File: config.mk
export PLATFORM = sky130hd
export DESIGN_NAME = cordic_polar_iter_flat
export DESIGN_NICKNAME = d
export VERILOG_FILES = /design/src/rtl/cordic_polar_iter_if.sv /design/src/rtl/cordic_polar_iter.sv /design/src/flat_wrapper.sv
export SDC_FILE = /design/constraint.sdc
export NUM_CORES = 1
export LEC_CHECK = 0
export BUFFER_PORTS_ARGS = -buffer_cell sky130_fd_sc_hd__buf_2
export CAP_MARGIN = 30
export CORE_MARGIN = 3
export CORE_UTILIZATION = 25
export DETAILED_ROUTE_END_ITERATION = 12
export PLACE_DENSITY_LB_ADDON = 0.25
export SYNTH_ARGS = -nofsm -noshare
export SYNTH_HDL_FRONTEND = slang
export SYNTH_SLANG_ARGS = --single-unit
export TNS_END_PERCENT = 50
File: constraint.sdc
create_clock -name clk -period 5.6 [get_ports clk]
set_input_delay 0.28 -clock clk [delete_from_list [all_inputs] [get_ports clk]]
set_output_delay 0.28 -clock clk [all_outputs]
set_load 0.05 [all_outputs]
File: src/rtl/cordic_polar_iter_if.sv
// cordic_polar_iter_if: interleaved magnitude/phase input and I/Q output stream
interface cordic_polar_iter_if #(
    parameter int dw = 18
);
    logic [dw-1:0] in_mp;
    logic          in_phase;
    logic          in_valid;
    logic          clr_ovr;
    logic [dw-1:0] out_iq;
    logic          out_phase;
    logic          out_valid;
    logic          busy;
    logic          overrun;

    modport master (
        output in_mp, in_phase, in_valid, clr_ovr,
        input  out_iq, out_phase, out_valid, busy, overrun
    );

    modport slave (
        input  in_mp, in_phase, in_valid, clr_ovr,
        output out_iq, out_phase, out_valid, busy, overrun
    );
endinterface

File: src/rtl/cordic_polar_iter.sv
// cordic_polar_iter: iterative polar-to-rectangular CORDIC, one micro-rotation per clock
module cordic_polar_iter #(
    parameter int dw   = 18,
    parameter int nstg = 18
) (
    input logic clk,
    input logic rst,
    cordic_polar_iter_if.slave io
);
    localparam int zw = dw + 2;
    localparam int xw = dw + 3;
    localparam int cw = $clog2(nstg + 1);
    localparam logic signed [xw-1:0] lim = xw'((64'sd1 <<< (dw - 1)) - 64'sd1);

    typedef enum logic [2:0] {IDLE, HAVE_MAG, ROTATE, OUT_I, OUT_Q} state_t;

    // atan(2^-i) in turns scaled by 2^zw, summed from the alternating power series in Q62
    function automatic logic [zw-1:0] atan_c(input int i);
        longint a, t, p;
        if (i == 0) return zw'(64'd1 << (zw - 3));
        a = 0;
        for (int k = 0; i * (2 * k + 1) <= 62; k++) begin
            t = (64'sd1 <<< (62 - i * (2 * k + 1))) / longint'(2 * k + 1);
            a = (k % 2 == 0) ? a + t : a - t;
        end
        p = (a >>> 30) * 64'sh28BE60DC;
        return zw'((p + (64'sd1 <<< (63 - zw))) >>> (64 - zw));
    endfunction

    // drop the guard bits, then clamp symmetrically
    function automatic logic [dw-1:0] sat(input logic signed [xw-1:0] v);
        logic signed [xw-1:0] q;
        q = v >>> 2;
        return (q > lim) ? lim[dw-1:0] : (q < -lim) ? dw'(-lim) : q[dw-1:0];
    endfunction

    logic [zw-1:0] atan_tab [nstg+1];

    for (genvar s = 0; s <= nstg; s++) begin : g_atan
        localparam logic [zw-1:0] a = atan_c(s);
        assign atan_tab[s] = a;
    end

    state_t               state;
    logic signed [dw-1:0] mag;
    logic signed [xw-1:0] x, y, mx, x0, xs, ys;
    logic        [zw-1:0] z, z0, at;
    logic        [cw-1:0] cnt;
    logic                 flip, neg;

    // fold the phase into the right half-plane and form the current micro-rotation terms
    always_comb begin
        flip = io.in_mp[dw-1] ^ io.in_mp[dw-2];
        mx   = xw'(mag) <<< 2;
        x0   = flip ? -mx : mx;
        z0   = {io.in_mp[dw-1] ^ flip, io.in_mp[dw-2:0], 2'b00};
        neg  = z[zw-1];
        xs   = x >>> cnt;
        ys   = y >>> cnt;
        at   = atan_tab[cnt];
    end

    // control FSM with the x/y/z datapath and registered I/Q outputs
    always_ff @(posedge clk) begin
        if (rst) begin
            state        <= IDLE;
            cnt          <= '0;
            io.out_iq    <= '0;
            io.out_phase <= 1'b0;
            io.out_valid <= 1'b0;
            io.overrun   <= 1'b0;
        end else begin
            io.out_valid <= 1'b0;
            if (io.in_valid && (state == ROTATE || state == OUT_I || state == OUT_Q))
                io.overrun <= 1'b1;
            else if (io.clr_ovr)
                io.overrun <= 1'b0;
            case (state)
                IDLE: if (io.in_valid && !io.in_phase) begin
                    mag   <= io.in_mp;
                    state <= HAVE_MAG;
                end
                HAVE_MAG: if (!io.in_valid) begin
                    state <= IDLE;
                end else if (!io.in_phase) begin
                    mag <= io.in_mp;
                end else begin
                    x     <= x0;
                    y     <= '0;
                    z     <= z0;
                    cnt   <= '0;
                    state <= ROTATE;
                end
                ROTATE: if (cnt == cw'(nstg)) begin
                    io.out_iq    <= sat(x);
                    io.out_phase <= 1'b0;
                    io.out_valid <= 1'b1;
                    state        <= OUT_I;
                end else begin
                    x   <= neg ? x + ys : x - ys;
                    y   <= neg ? y - xs : y + xs;
                    z   <= neg ? z + at : z - at;
                    cnt <= cnt + 1'b1;
                end
                OUT_I: begin
                    io.out_iq    <= sat(y);
                    io.out_phase <= 1'b1;
                    io.out_valid <= 1'b1;
                    state        <= OUT_Q;
                end
                OUT_Q: state <= IDLE;
                default: state <= IDLE;
            endcase
        end
    end

    assign io.busy = state != IDLE;
endmodule

File: src/flat_wrapper.sv
// flat-port wrapper written by rule: the top's interface ports become plain ports
module cordic_polar_iter_flat 
#(
    parameter int dw   = 18,
    parameter int nstg = 18
)
  (clk, rst, io_in_mp, io_in_phase, io_in_valid, io_clr_ovr, io_out_iq, io_out_phase, io_out_valid, io_busy, io_overrun);
  cordic_polar_iter_if #(.dw(dw)) io_i ();
  input logic clk;
  input logic rst;
  input wire logic [$bits(io_i.in_mp)-1:0] io_in_mp;
  input wire logic [$bits(io_i.in_phase)-1:0] io_in_phase;
  input wire logic [$bits(io_i.in_valid)-1:0] io_in_valid;
  input wire logic [$bits(io_i.clr_ovr)-1:0] io_clr_ovr;
  output wire logic [$bits(io_i.out_iq)-1:0] io_out_iq;
  output wire logic [$bits(io_i.out_phase)-1:0] io_out_phase;
  output wire logic [$bits(io_i.out_valid)-1:0] io_out_valid;
  output wire logic [$bits(io_i.busy)-1:0] io_busy;
  output wire logic [$bits(io_i.overrun)-1:0] io_overrun;
  assign io_i.in_mp = io_in_mp;
  assign io_i.in_phase = io_in_phase;
  assign io_i.in_valid = io_in_valid;
  assign io_i.clr_ovr = io_clr_ovr;
  assign io_out_iq = io_i.out_iq;
  assign io_out_phase = io_i.out_phase;
  assign io_out_valid = io_i.out_valid;
  assign io_busy = io_i.busy;
  assign io_overrun = io_i.overrun;
  cordic_polar_iter #(.dw(dw), .nstg(nstg)) u_core (.clk(clk), .rst(rst), .io(io_i));
endmodule
==> metrics.md, run 1 <==
| Metric | Value |
|---|---|
| Outcome | `complete, no violations` |
| Async S/R FF share, synth | `0` |
| CTS tree | `done` |
| CTS Hold Buffers Added | `0` |
| Root buf cell | `clkbuf_16` |
| CP Data Arrival Time | `5.41 ns` |
| Initial DRC count | `around 820` |
| Synth Area in Compound Gates | `0.1948` |
| Hold Violations, Final | `0` |
| Critical path launch point type | `flip-flop` |
| Critical path endpoint category | `flip-flop` |
| WP data required | `between 5 and 6 ns` |
| RSZ-0062 raised after global routing | `true` |
| Post-synthesis mux area share | `0.1335` |
| Drt pass-1 iters | `6` |
| Dpl ws | `0.2363 ns` |
| Flop2flop setup slack | `0.33 ns` |
| Hold Path Class | `input port to flip-flop` |
| Worst skew pair latency | `just under 0.4 ns` |
| Synth Net Count | `1424` |
| I/O Pins | `45` |
| Cell Rows | `between 70 and 80` |
| Worst reg2reg path depth | `21` |
| Final setup fails | `0` |
| Full die area | `around 0.048 mm^2` |
| Global-route wire length before repair | `60840 um` |
| Starting Density | `0.2557` |
| Share of cells above drive strength 1 | `0.1611` |
| Hold Crit Depth | `1` |
| Synth Flop Type | `edfxtp_1` |
| Clock tree sinks | `between 100 and 150` |
| Hold path start | `io_in_mp[11]` |
| Grt total ovfl | `0` |
| WL final | `between 30000 and 40000 um` |
| Maximum vdd drop | `between 0.1 and 0.15 mV` |
| DIE WIDTH | `between 200 and 250 um` |
| Sequential element share of the synthesized area | `0.2610` |
| Yosys warnings | `0` |
| Gpl congestion | `around 0.93` |
| Post-synth cell types | `86` |
| Commonest non-fill, non-tap cells in the layout | `nor2_1 (186), nand2_1 (125), a21oi_1 (99)` |
| Post-Syn Instances | `1321` |
| TritonCTS buffer count | `9` |
| Vias in the first global route | `roughly 10000` |
| Final Cell Area | `between 0.01 and 0.015 mm^2` |
| Antenna diode instance count | `0` |
| Layout Cells excl Fill | `1964` |
| Post-Synth XOR/XNOR Area | `0.09120` |
| PD cells | `~150 mW/mm^2` |
| Final worst path period share | `0.9407` |
| Main combinational cell family by area after synthesis | `compound AO/OA/AOI/OAI gates` |
| WS Path Type | `flip-flop to flip-flop` |
| Largest net degree at the start of global routing | `52` |
| Nets | `roughly 1500` |
| Final ANT Viol Nets | `0` |
| Post-synth EDFFs | `80` |
| Relative slew slack | `0.3390` |
| Most common cell after layout, fill and taps aside | `nor2_1` |
| CTS H-tree lvls | `3` |
| Vias per cell | `~5.3` |
| Clk_skew | `about 0.011 ns` |
| Yosys reg bits | `approximately 110` |
| All-Layer GR Usage | `0.1646` |
| R2R Path Start | `u_core.cnt[0]` |
| Via count | `between 10000 and 15000` |
| I/O Buffers | `44` |
| Die Ht | `approximately 220 um` |
| Fin crit period | `between 5 and 6 ns` |
| Post-Synth Simple-Gate Area | `0.1885` |
| Core ar. | `approximately 0.045 mm^2` |
| Area grow syn2layout | `13.32%` |
| Worst-margin pin slew | `roughly 1 ns` |
| Initial antenna violation count | `0` |
| Setup ws final | `roughly 0.33 ns` |
| Detailed Place HPWL | `29870 um` |
| Max-slew violations | `0` |
| Max Freq | `189.8 MHz` |
| Synthesized area | `between 0.01 and 0.015 mm^2` |
| Worst-path clk slew | `about 0.090 ns` |
| Placement Cell Area | `around 0.013 mm^2` |
| DRC Markers | `0` |
| FF-to-FF End | `u_core.z[19]` |
| Wire per inst | `19.99 um` |
| Placed insts | `between 1500 and 2000` |
| Area share of fa/ha/maj cells after synthesis | `0.08956` |
| Max_cap viols | `0` |
| Pleak | `roughly 5.1 nW` |
| Sink of the worst hold path | `u_core.mag[11]` |
| Synthesized area per cell | `8.651 um^2` |
| Clk buf depth | `2` |
| Crit Path Max Fanout | `12` |
through the flow:
stage | hold WS, ns | total power [W] | util | TNS [ns]
after global routing | 0.05078 | 0.002000 | 0.2897 | -0.0007807
after global placement | 0.4524 | 0.001217 | 0.2815 | 0
after detailed placement | 0.4636 | 0.001218 | 0.2815 | 0
final | 0.07329 | 0.001909 | 0.2897 | 0
after floorplan | 0.3789 | 0.001128 | - | 0
after CTS | 0.04629 | 0.001940 | 0.2883 | 0
flip-flops by register name, indices dropped and copies added (netlist names):
signal,cells
u_core.io.out_iq,18
u_core.z,20
u_core.mag,18
u_core.io.overrun,1
u_core.cnt,5
u_core.io.out_phase,1
u_core.y,21
u_core.x,21
u_core.io.out_valid,1
u_core.state,3
repair_timing:
item	4_1_cts	5_1_grt
resized for setup	0	10
setup endpoints to repair	0	5
buffers inserted	0	2
metal layers:
metal | up-vias | part of all wire | GRT usage | wire length, um
met5 | - | 0 | 0 | 0
met4 | 0 | 0.029 | 0.05344 | 1123
met3 | 56 | 0.064 | 0.03378 | 2513
met2 | 323 | 0.44 | 0.2555 | 17390
met1 | 5035 | 0.46 | 0.2288 | 18240
li1 | 4954 | - | - | -
worst max-delay path, cell delays in order, from the launching register on:
cell,delay [ns]
dfxtp_2,0.38
inv_2,0.05
buf_4,0.21
ha_1,0.25
nand2b_1,0.12
a311oi_1,0.12
a21oi_1,0.27
ha_1,0.23
nand2_1,0.11
o41ai_1,0.45
xnor2_1,0.20
ha_1,0.30
a2111oi_1,0.37
o21ai_0,0.18
and3_1,0.23
a31o_2,0.27
a221o_1,0.35
a41o_1,0.29
o221a_2,0.23
a21oi_1,0.17
xor2_1,0.17
o21ai_1,0.07
area by class of cell:
cell class / instances / area, um^2
Multi-Input combinational cell: 1105 / 8031
Timing Repair Buffer: 109 / 762.0
Fill cell: 4860 / 31750
Sequential cell: 109 / 2988
Inverter: 33 / 123.9
Clock inverter: 7 / 80.08
Tap cell: 592 / 740.7
Clock buffer: 9 / 225.2
how the worst max path moves through the flow:
stage	from	end	slack [ns]
CTS	u_core.cnt[0]	u_core.x[20]	0.19
global placement	u_core.cnt[0]	u_core.x[20]	0.29
detailed placement	u_core.cnt[0]	u_core.x[20]	0.24
finish	u_core.cnt[0]	u_core.z[19]	0.33
floorplan	u_core.cnt[3]	u_core.z[19]	0.14
global route	u_core.cnt[0]	u_core.z[19]	-0.0008
power breakdown:
group          internal [W]  leakage (nW)  switching [W]  total, W
logic              0.000127          3.98       0.000184  0.000311
clock network      0.000322         0.146       0.000383  0.000705
registers          0.000879         0.966      0.0000138  0.000893
total               0.00133          5.10       0.000581   0.00191
Yosys cell counts, types with 8 or more instances:
library cell,count,area [um^2]
o21a_1,9,67.56
dfxtp_1,29,580.6
nand3_1,22,110.1
o21bai_1,10,75.07
nor4_1,10,62.56
mux2_2,9,101.4
mux4_2,45,1013
edfxtp_1,80,2402
or3_1,9,56.30
nor2_1,187,701.9
nand2_1,125,469.2
nor2b_1,14,87.58
nand4_1,8,50.05
xnor2_1,57,499.2
nand2b_1,18,112.6
and2_1,13,81.33
o21ai_0,84,420.4
xor2_1,62,543.0
a21oi_1,99,495.5
mux2i_1,37,370.4
a21o_1,21,157.7
a211oi_1,12,90.09
and3_1,10,62.56
buf_1,8,30.03
buf_2,15,75.07
inv_1,29,108.9
ha_1,77,963.4
o221ai_1,20,175.2
nor3_1,25,125.1
a31oi_1,17,106.4
clkbuf_1,41,153.9
logic make-up (layout without fill, tap and decap cells):
logic type / count (synthesis) / count (layout)
AOI/OAI and AO/OA: 345 / 345
adders and majority gates: 80 / 80
and+or+nand+nor: 468 / 468
muxes: 93 / 93
DFF: 109 / 109
xor gates and xnor gates: 119 / 119
buffers and inverters: 107 / 158
No activity file was read; power rests on OpenSTA's default activity.
==> run 2: changes to the inputs <==
--- a/config.mk
+++ b/config.mk
@@ -9,6 +9,7 @@
 export CAP_MARGIN = 30
 export CORE_MARGIN = 3
 export CORE_UTILIZATION = 25
+export CTS_BUF_LIST = sky130_fd_sc_hd__clkbuf_8
 export DETAILED_ROUTE_END_ITERATION = 12
 export PLACE_DENSITY_LB_ADDON = 0.25
 export SYNTH_ARGS = -nofsm -noshare
==> metrics.md, run 2 (same netlist as run 1, synthesis figures left out) <==
| Metric | Value |
|---|---|
| Outcome | `complete, no violations` |
| Max-slew violations | `0 (unchanged)` |
| P_int | `0.001191 W (-10%)` |
| Dpl ws | `0.2363 ns (unchanged)` |
| Cell Rows | `77 (unchanged)` |
| WL final | `39360 um (+0.26%)` |
| Grt total ovfl | `0 (unchanged)` |
| Largest registers | `u_core.x (21), u_core.y (21), u_core.z (20)` |
| Most common cell after layout, fill and taps aside | `nor2_1` |
| Switch share | `0.3199 (+0.01572)` |
| Pleak | `5.087 nW (-0.16%)` |
| TritonCTS buffer count | `9 (unchanged)` |
| Drt pass-1 iters | `5 (-1)` |
| Vias per cell | `5.261 (-0.35%)` |
| Hold Path Class | `input port to flip-flop` |
| Gate power share | `0.180 (+0.017)` |
| CTS H-tree lvls | `3 (unchanged)` |
| Final worst path period share | `0.9314 (-0.009329)` |
| Commonest non-fill, non-tap cells in the layout | `nor2_1 (186), nand2_1 (125), a21oi_1 (99)` |
| Wire per inst | `19.96 um (-0.15%)` |
| I/O Buffers | `44 (unchanged)` |
| Clk pwr share | `0.310 (-0.060)` |
| Starting Density | `0.2557 (unchanged)` |
| CTS tree | `done` |
| Worst skew pair latency | `0.45 ns (+0.06 ns)` |
| Root buf cell | `clkbuf_8` |
| Core ar. | `0.04470 mm^2 (unchanged)` |
| Hold slack final | `0.04668 ns (-0.02661 ns)` |
| Initial DRC count | `844 (+3.2%)` |
| Flop2flop setup slack | `0.38 ns (+0.05 ns)` |
| Vias in the first global route | `10120 (-0.030%)` |
| Detailed Place HPWL | `29870 um (unchanged)` |
| Share of cells above drive strength 1 | `0.1601 (-0.0009338)` |
| Clk_skew | `0.01705 ns (+0.005611 ns)` |
| Die Ht | `219.8 um (unchanged)` |
| DRC Markers | `0 (unchanged)` |
| CP Data Arrival Time | `5.42 ns (about the same)` |
| PD cells | `135.4 mW/mm^2 (-8.1%)` |
| Worst-path clk slew | `0.13 ns (+0.04 ns)` |
| Final core utilization | `0.2893 (-0.0004480)` |
| Relative slew slack | `0.3382 (-0.0008850)` |
| WP data required | `5.81 ns (+0.07 ns)` |
| All-Layer GR Usage | `0.1643 (-0.0003555)` |
| DIE WIDTH | `219.8 um (unchanged)` |
| Final ANT Viol Nets | `0 (unchanged)` |
| P_sw | `0.0005600 W (-3.5%)` |
| Critical path endpoint category | `flip-flop` |
| I/O Pins | `45 (unchanged)` |
| Final setup fails | `0 (unchanged)` |
| Antenna diode instance count | `0 (unchanged)` |
| Max Freq | `191.7 MHz (+1.0%)` |
| Full die area | `0.04831 mm^2 (unchanged)` |
| Worst-margin pin slew | `0.9907 ns (+0.001325 ns)` |
| Clock tree sinks | `109 (unchanged)` |
| Via count | `10370 (+0.058%)` |
| Largest net degree at the start of global routing | `52 (unchanged)` |
| Gpl congestion | `0.9295 (unchanged)` |
| Clk buf depth | `2 (unchanged)` |
| Global-route wire length before repair | `60800 um (about the same)` |
| Flop pwr share | `0.510 (+0.042)` |
| Hold Violations, Final | `0 (unchanged)` |
| Max_cap viols | `0 (unchanged)` |
| Initial antenna violation count | `0 (unchanged)` |
| Fin Setup TNS | `0 ns (unchanged)` |
| Crit Path Max Fanout | `12 (unchanged)` |
| Critical path launch point type | `flip-flop` |
| Power consumption | `0.001751 W (-8.3%)` |
| Fin crit period | `5.216 ns (-0.05224 ns)` |
| Nets | `1478 (+0.54%)` |
| Setup ws final | `0.3841 ns (+0.05224 ns)` |
| WS Path Type | `flip-flop to flip-flop` |
| Maximum vdd drop | `0.09742 mV (-18%)` |
| Area grow syn2layout | `13.15%` |
run 2: timing repair:
action / CTS / global route
setup endpoints to repair: 0 / 6
hold endpoints to repair: 7 / 1
hold buffers: 7 / 1
gates resized for setup: 0 / 10
buffers inserted: 0 / 2
run 2: path summary, 6_finish.rpt:
check	from	end	cells after the start
worst min register to register	u_core.io.overrun	u_core.io.overrun	2
worst max register to register	u_core.cnt[0]	u_core.z[19]	20
worst min-delay path	io_in_mp[9]	u_core.mag[9]	1
worst max-delay path	u_core.cnt[0]	u_core.z[19]	20
run 2: power by group through the flow:
stage	combinational (W)	clock, W	sequential (W)
2_1_floorplan	0.000219	0	0.000909
3_3_place_gp	0.000306	0	0.000911
3_5_place_dp	0.000307	0	0.000911
4_1_cts	0.000313	0.000571	0.000893
5_1_grt	0.000354	0.000594	0.000894
6_report	0.000314	0.000543	0.000893
run 2: final cells by class:
cell class              count  area, um^2
clock buffers               9       123.9
clock inverters             7       80.08
inverters                  33       123.9
flip-flops and latches    109        2988
multi-input cells        1105        8033
well taps                 592       740.7
fillers                  4868       31770
repair buffers            117       842.1
run 2: layer usage:
| metal | routed length (um) | global-route usage | share of wire | vias up |
|---|---|---|---|---|
| li1 | - | - | - | 4979 |
| met1 | 18550 | 0.2298 | 0.47 | 5036 |
| met2 | 17430 | 0.2547 | 0.44 | 293 |
| met3 | 2278 | 0.03337 | 0.058 | 66 |
| met4 | 1103 | 0.05044 | 0.028 | 0 |
| met5 | 0 | 0 | 0 | - |
run 2: worst max-delay path, stage by stage, from the launching register on:
cell and delay, ns:
dfxtp_2 0.40, inv_2 0.05, buf_4 0.21, ha_1 0.24
mux2_2 0.26, a211oi_1 0.63, a2111oi_1 0.18, nand3_1 0.15
or2_1 0.14, nor2_1 0.07, and2_1 0.16, or2_2 0.31
xnor2_1 0.33, ha_1 0.35, and3_1 0.20, a221o_1 0.37
a41o_1 0.29, o221a_2 0.23, a21oi_1 0.17, xor2_1 0.16
o21ai_1 0.06
run 2: stage by stage:
| stage | area, um^2 | std cells |
|---|---|---|
| final | 12930 | 1972 |
| after global routing | 12930 | 1972 |
| after CTS | 12860 | 1968 |
| after detailed placement | 12580 | 1945 |
| after global placement | 12580 | 1945 |
| after floorplan | 11430 | 1321 |
==> run 3: changes to the inputs <==
==> constraint.sdc (replaced) <==
create_clock -name clk -period 5.8 [get_ports clk]
set_input_delay 0.29 -clock clk [delete_from_list [all_inputs] [get_ports clk]]
set_output_delay 0.29 -clock clk [all_outputs]
set_load 0.1 [all_outputs]
==> metrics.md, run 3 (same netlist as run 1, synthesis figures left out) <==
| Metric | Value |
|---|---|
| TritonCTS buffer count | `9 (unchanged)` |
| Full die area | `0.04831 mm^2 (unchanged)` |
| Final worst path period share | `0.9367 (+0.005268)` |
| Worst skew pair latency | `0.45 ns (about the same)` |
| Sink of the worst hold path | `u_core.mag[14]` |
| Commonest non-fill, non-tap cells in the layout | `nor2_1 (186), nand2_1 (125), a21oi_1 (99)` |
| Worst-margin pin slew | `0.9541 ns (-0.03665 ns)` |
| Met3 Track Usage GR | `0.02772 (-0.005654)` |
| # fillers | `4847 (-0.43%)` |
| DRC Markers | `0 (unchanged)` |
| PD cells | `132.0 mW/mm^2 (-2.5%)` |
| Clk_skew | `0.02068 ns (+0.003629 ns)` |
| WS Path Type | `flip-flop to flip-flop` |
| Critical path endpoint category | `flip-flop` |
| Hold path start | `io_in_mp[14]` |
| Setup ws final | `0.3673 ns (-0.01683 ns)` |
| FF-to-FF End | `u_core.y[20]` |
| Drt pass-1 iters | `5 (unchanged)` |
| Outcome | `complete, no violations` |
| Flop2flop setup slack | `0.37 ns (-0.02 ns)` |
| All-Layer GR Usage | `0.1636 (-0.0006680)` |
| Largest registers | `u_core.x (21), u_core.y (21), u_core.z (20)` |
| R2R Path Start | `u_core.cnt[0]` |
| Wire per inst | `19.91 um (-0.27%)` |
| Hold Crit Depth | `1 (unchanged)` |
| Cell Rows | `77 (unchanged)` |
| Grt met1 use | `0.2371 (+0.007292)` |
| Relative slew slack | `0.3639 (+0.02579)` |
| Worst reg2reg path depth | `20 (unchanged)` |
| Dpl ws | `0.3690 ns (+0.1328 ns)` |
| Core ar. | `0.04470 mm^2 (unchanged)` |
| Final Cell Area | `0.01269 mm^2 (-1.9%)` |
| Starting Density | `0.2557 (unchanged)` |
| Final ANT Viol Nets | `0 (unchanged)` |
| Placement Cell Area | `0.01245 mm^2 (-1.0%)` |
| Root buf cell | `clkbuf_8` |
| Grt peak-use layer | `met2` |
| Share of cells above drive strength 1 | `0.1461 (-0.01402)` |
| Critical path launch point type | `flip-flop` |
| Initial antenna violation count | `1 (+1)` |
| WP data required | `5.98 ns (+0.17 ns)` |
| CTS tree | `done` |
| Maximum vdd drop | `0.09476 mV (-2.7%)` |
| Pleak | `4.949 nW (-2.7%)` |
| Power consumption | `0.001674 W (-4.4%)` |
| WL final | `38760 um (-1.5%)` |
| Max Freq | `184.1 MHz (-4.0%)` |
| Hold Violations, Final | `0 (unchanged)` |
| Nets | `1453 (-1.7%)` |
| Initial DRC count | `979 (+16%)` |
| Total area of sequential cells | `0.002993 mm^2 (+0.17%)` |
| Gpl congestion | `0.8989 (-3.3%)` |
| Worst-path clk slew | `0.13 ns (about the same)` |
| Detailed Place HPWL | `29620 um (-0.84%)` |
| Grt met2 use | `0.2502 (-0.004584)` |
| I/O Pins | `45 (unchanged)` |
| Hold Path Class | `input port to flip-flop` |
| Vias in the first global route | `10020 (-0.97%)` |
| Antenna diode instance count | `0 (unchanged)` |
| Area of the multi-input gates | `0.008004 mm^2 (-0.36%)` |
| DIE WIDTH | `219.8 um (unchanged)` |
| Die Ht | `219.8 um (unchanged)` |
| Most common cell after layout, fill and taps aside | `nor2_1` |
| Largest net degree at the start of global routing | `52 (unchanged)` |
| Via count | `10310 (-0.63%)` |
| Fin Setup TNS | `0 ns (unchanged)` |
| CTS H-tree lvls | `3 (unchanged)` |
| Max-slew violations | `0 (unchanged)` |
| Fin crit period | `5.433 ns (+0.2168 ns)` |
| I/O Buffers | `44 (unchanged)` |
| Clk buf depth | `2 (unchanged)` |
| Max_cap viols | `0 (unchanged)` |
| Global-route wire length before repair | `61120 um (+0.53%)` |
| Crit Path Max Fanout | `43 (+31)` |
| CP Data Arrival Time | `5.62 ns (+0.20 ns)` |
| Clock tree sinks | `109 (unchanged)` |
| Area grow syn2layout | `11.00%` |
| RSZ-0062 raised after global routing | `false` |
| Final setup fails | `0 (unchanged)` |
| Vias per cell | `5.295 (+0.65%)` |
| Grt total ovfl | `0 (unchanged)` |
[run 3: changes by cell type in the layout (fill, tap and decap cells not counted), moves of 2 or more]
cell,before,now
dlygate4sd3_1,8,2
o41ai_1,4,6
dfxtp_2,4,2
dfxtp_4,0,2
o41ai_2,2,0
inv_6,2,0
buf_4,60,42
[run 3: worst max path at each step]
stage	start	endpoint	slack, ns
2_1_floorplan	u_core.cnt[3]	u_core.z[19]	0.34
3_3_place_gp	u_core.cnt[0]	u_core.y[20]	0.44
3_5_place_dp	u_core.cnt[1]	u_core.x[19]	0.37
4_1_cts	u_core.cnt[1]	u_core.x[19]	0.32
5_1_grt	u_core.cnt[1]	u_core.x[20]	0.02
6_report	u_core.cnt[0]	u_core.y[20]	0.37
[run 3: area by class of cell]
class / instances / share of cell area
Tap cell: 592 / 0.05839
Inverter: 33 / 0.009764
Clock inverter: 7 / 0.005819
Clock buffer: 9 / 0.009764
Timing Repair Buffer: 92 / 0.04941
Sequential cell: 109 / 0.2359
Multi-Input combinational cell: 1105 / 0.6309
[run 3: where the power goes]
| part | internal (W) | switching, W |
|---|---|---|
| logic | 0.000120 | 0.000180 |
| clock network | 0.000170 | 0.000343 |
| registers | 0.000848 | 0.0000143 |
[run 3: worst max-delay path, cell delays in order, from the launching register on]
cell      delay, ns
dfxtp_2        0.39
buf_12         0.28
mux4_2         0.62
mux2_2         0.33
mux4_2         0.53
inv_1          0.08
ha_1           0.22
nor2_1         0.07
o21bai_1       0.15
inv_1          0.09
fa_1           0.43
nor2b_1        0.18
o21a_1         0.15
o21ai_0        0.18
a211oi_1       0.36
nor2_1         0.11
a211o_1        0.32
o21a_1         0.21
o21ai_0        0.21
xnor2_1        0.15
nor2_1         0.08
[run 3: through the flow]
| step | std cells | hold WS, ns | util |
|---|---|---|---|
| CTS | 1947 | 0.006066 | 0.2835 |
| global placement | 1928 | 0.4447 | 0.2784 |
| floorplan | 1321 | 0.3889 | - |
| finish | 1947 | 0.04311 | 0.2838 |
| global route | 1947 | 0.01114 | 0.2838 |
| detailed placement | 1929 | 0.4696 | 0.2786 |
[run 3: timing repair]
| action | in CTS | in global routing |
|---|---|---|
| buffers inserted | 0 | 0 |
| hold endpoints to repair | 2 | 0 |
| setup endpoints to repair | 0 | 4 |
| gates resized for setup | 0 | 5 |
| hold buffers | 2 | 0 |
[run 3: per-layer routing]
layer,vias to the layer above,part of all wire,wire length [um]
met5,-,0.00031,12
met4,2,0.022,850
met3,51,0.061,2367
met2,380,0.44,17080
met1,4939,0.48,18450
li1,4937,-,-
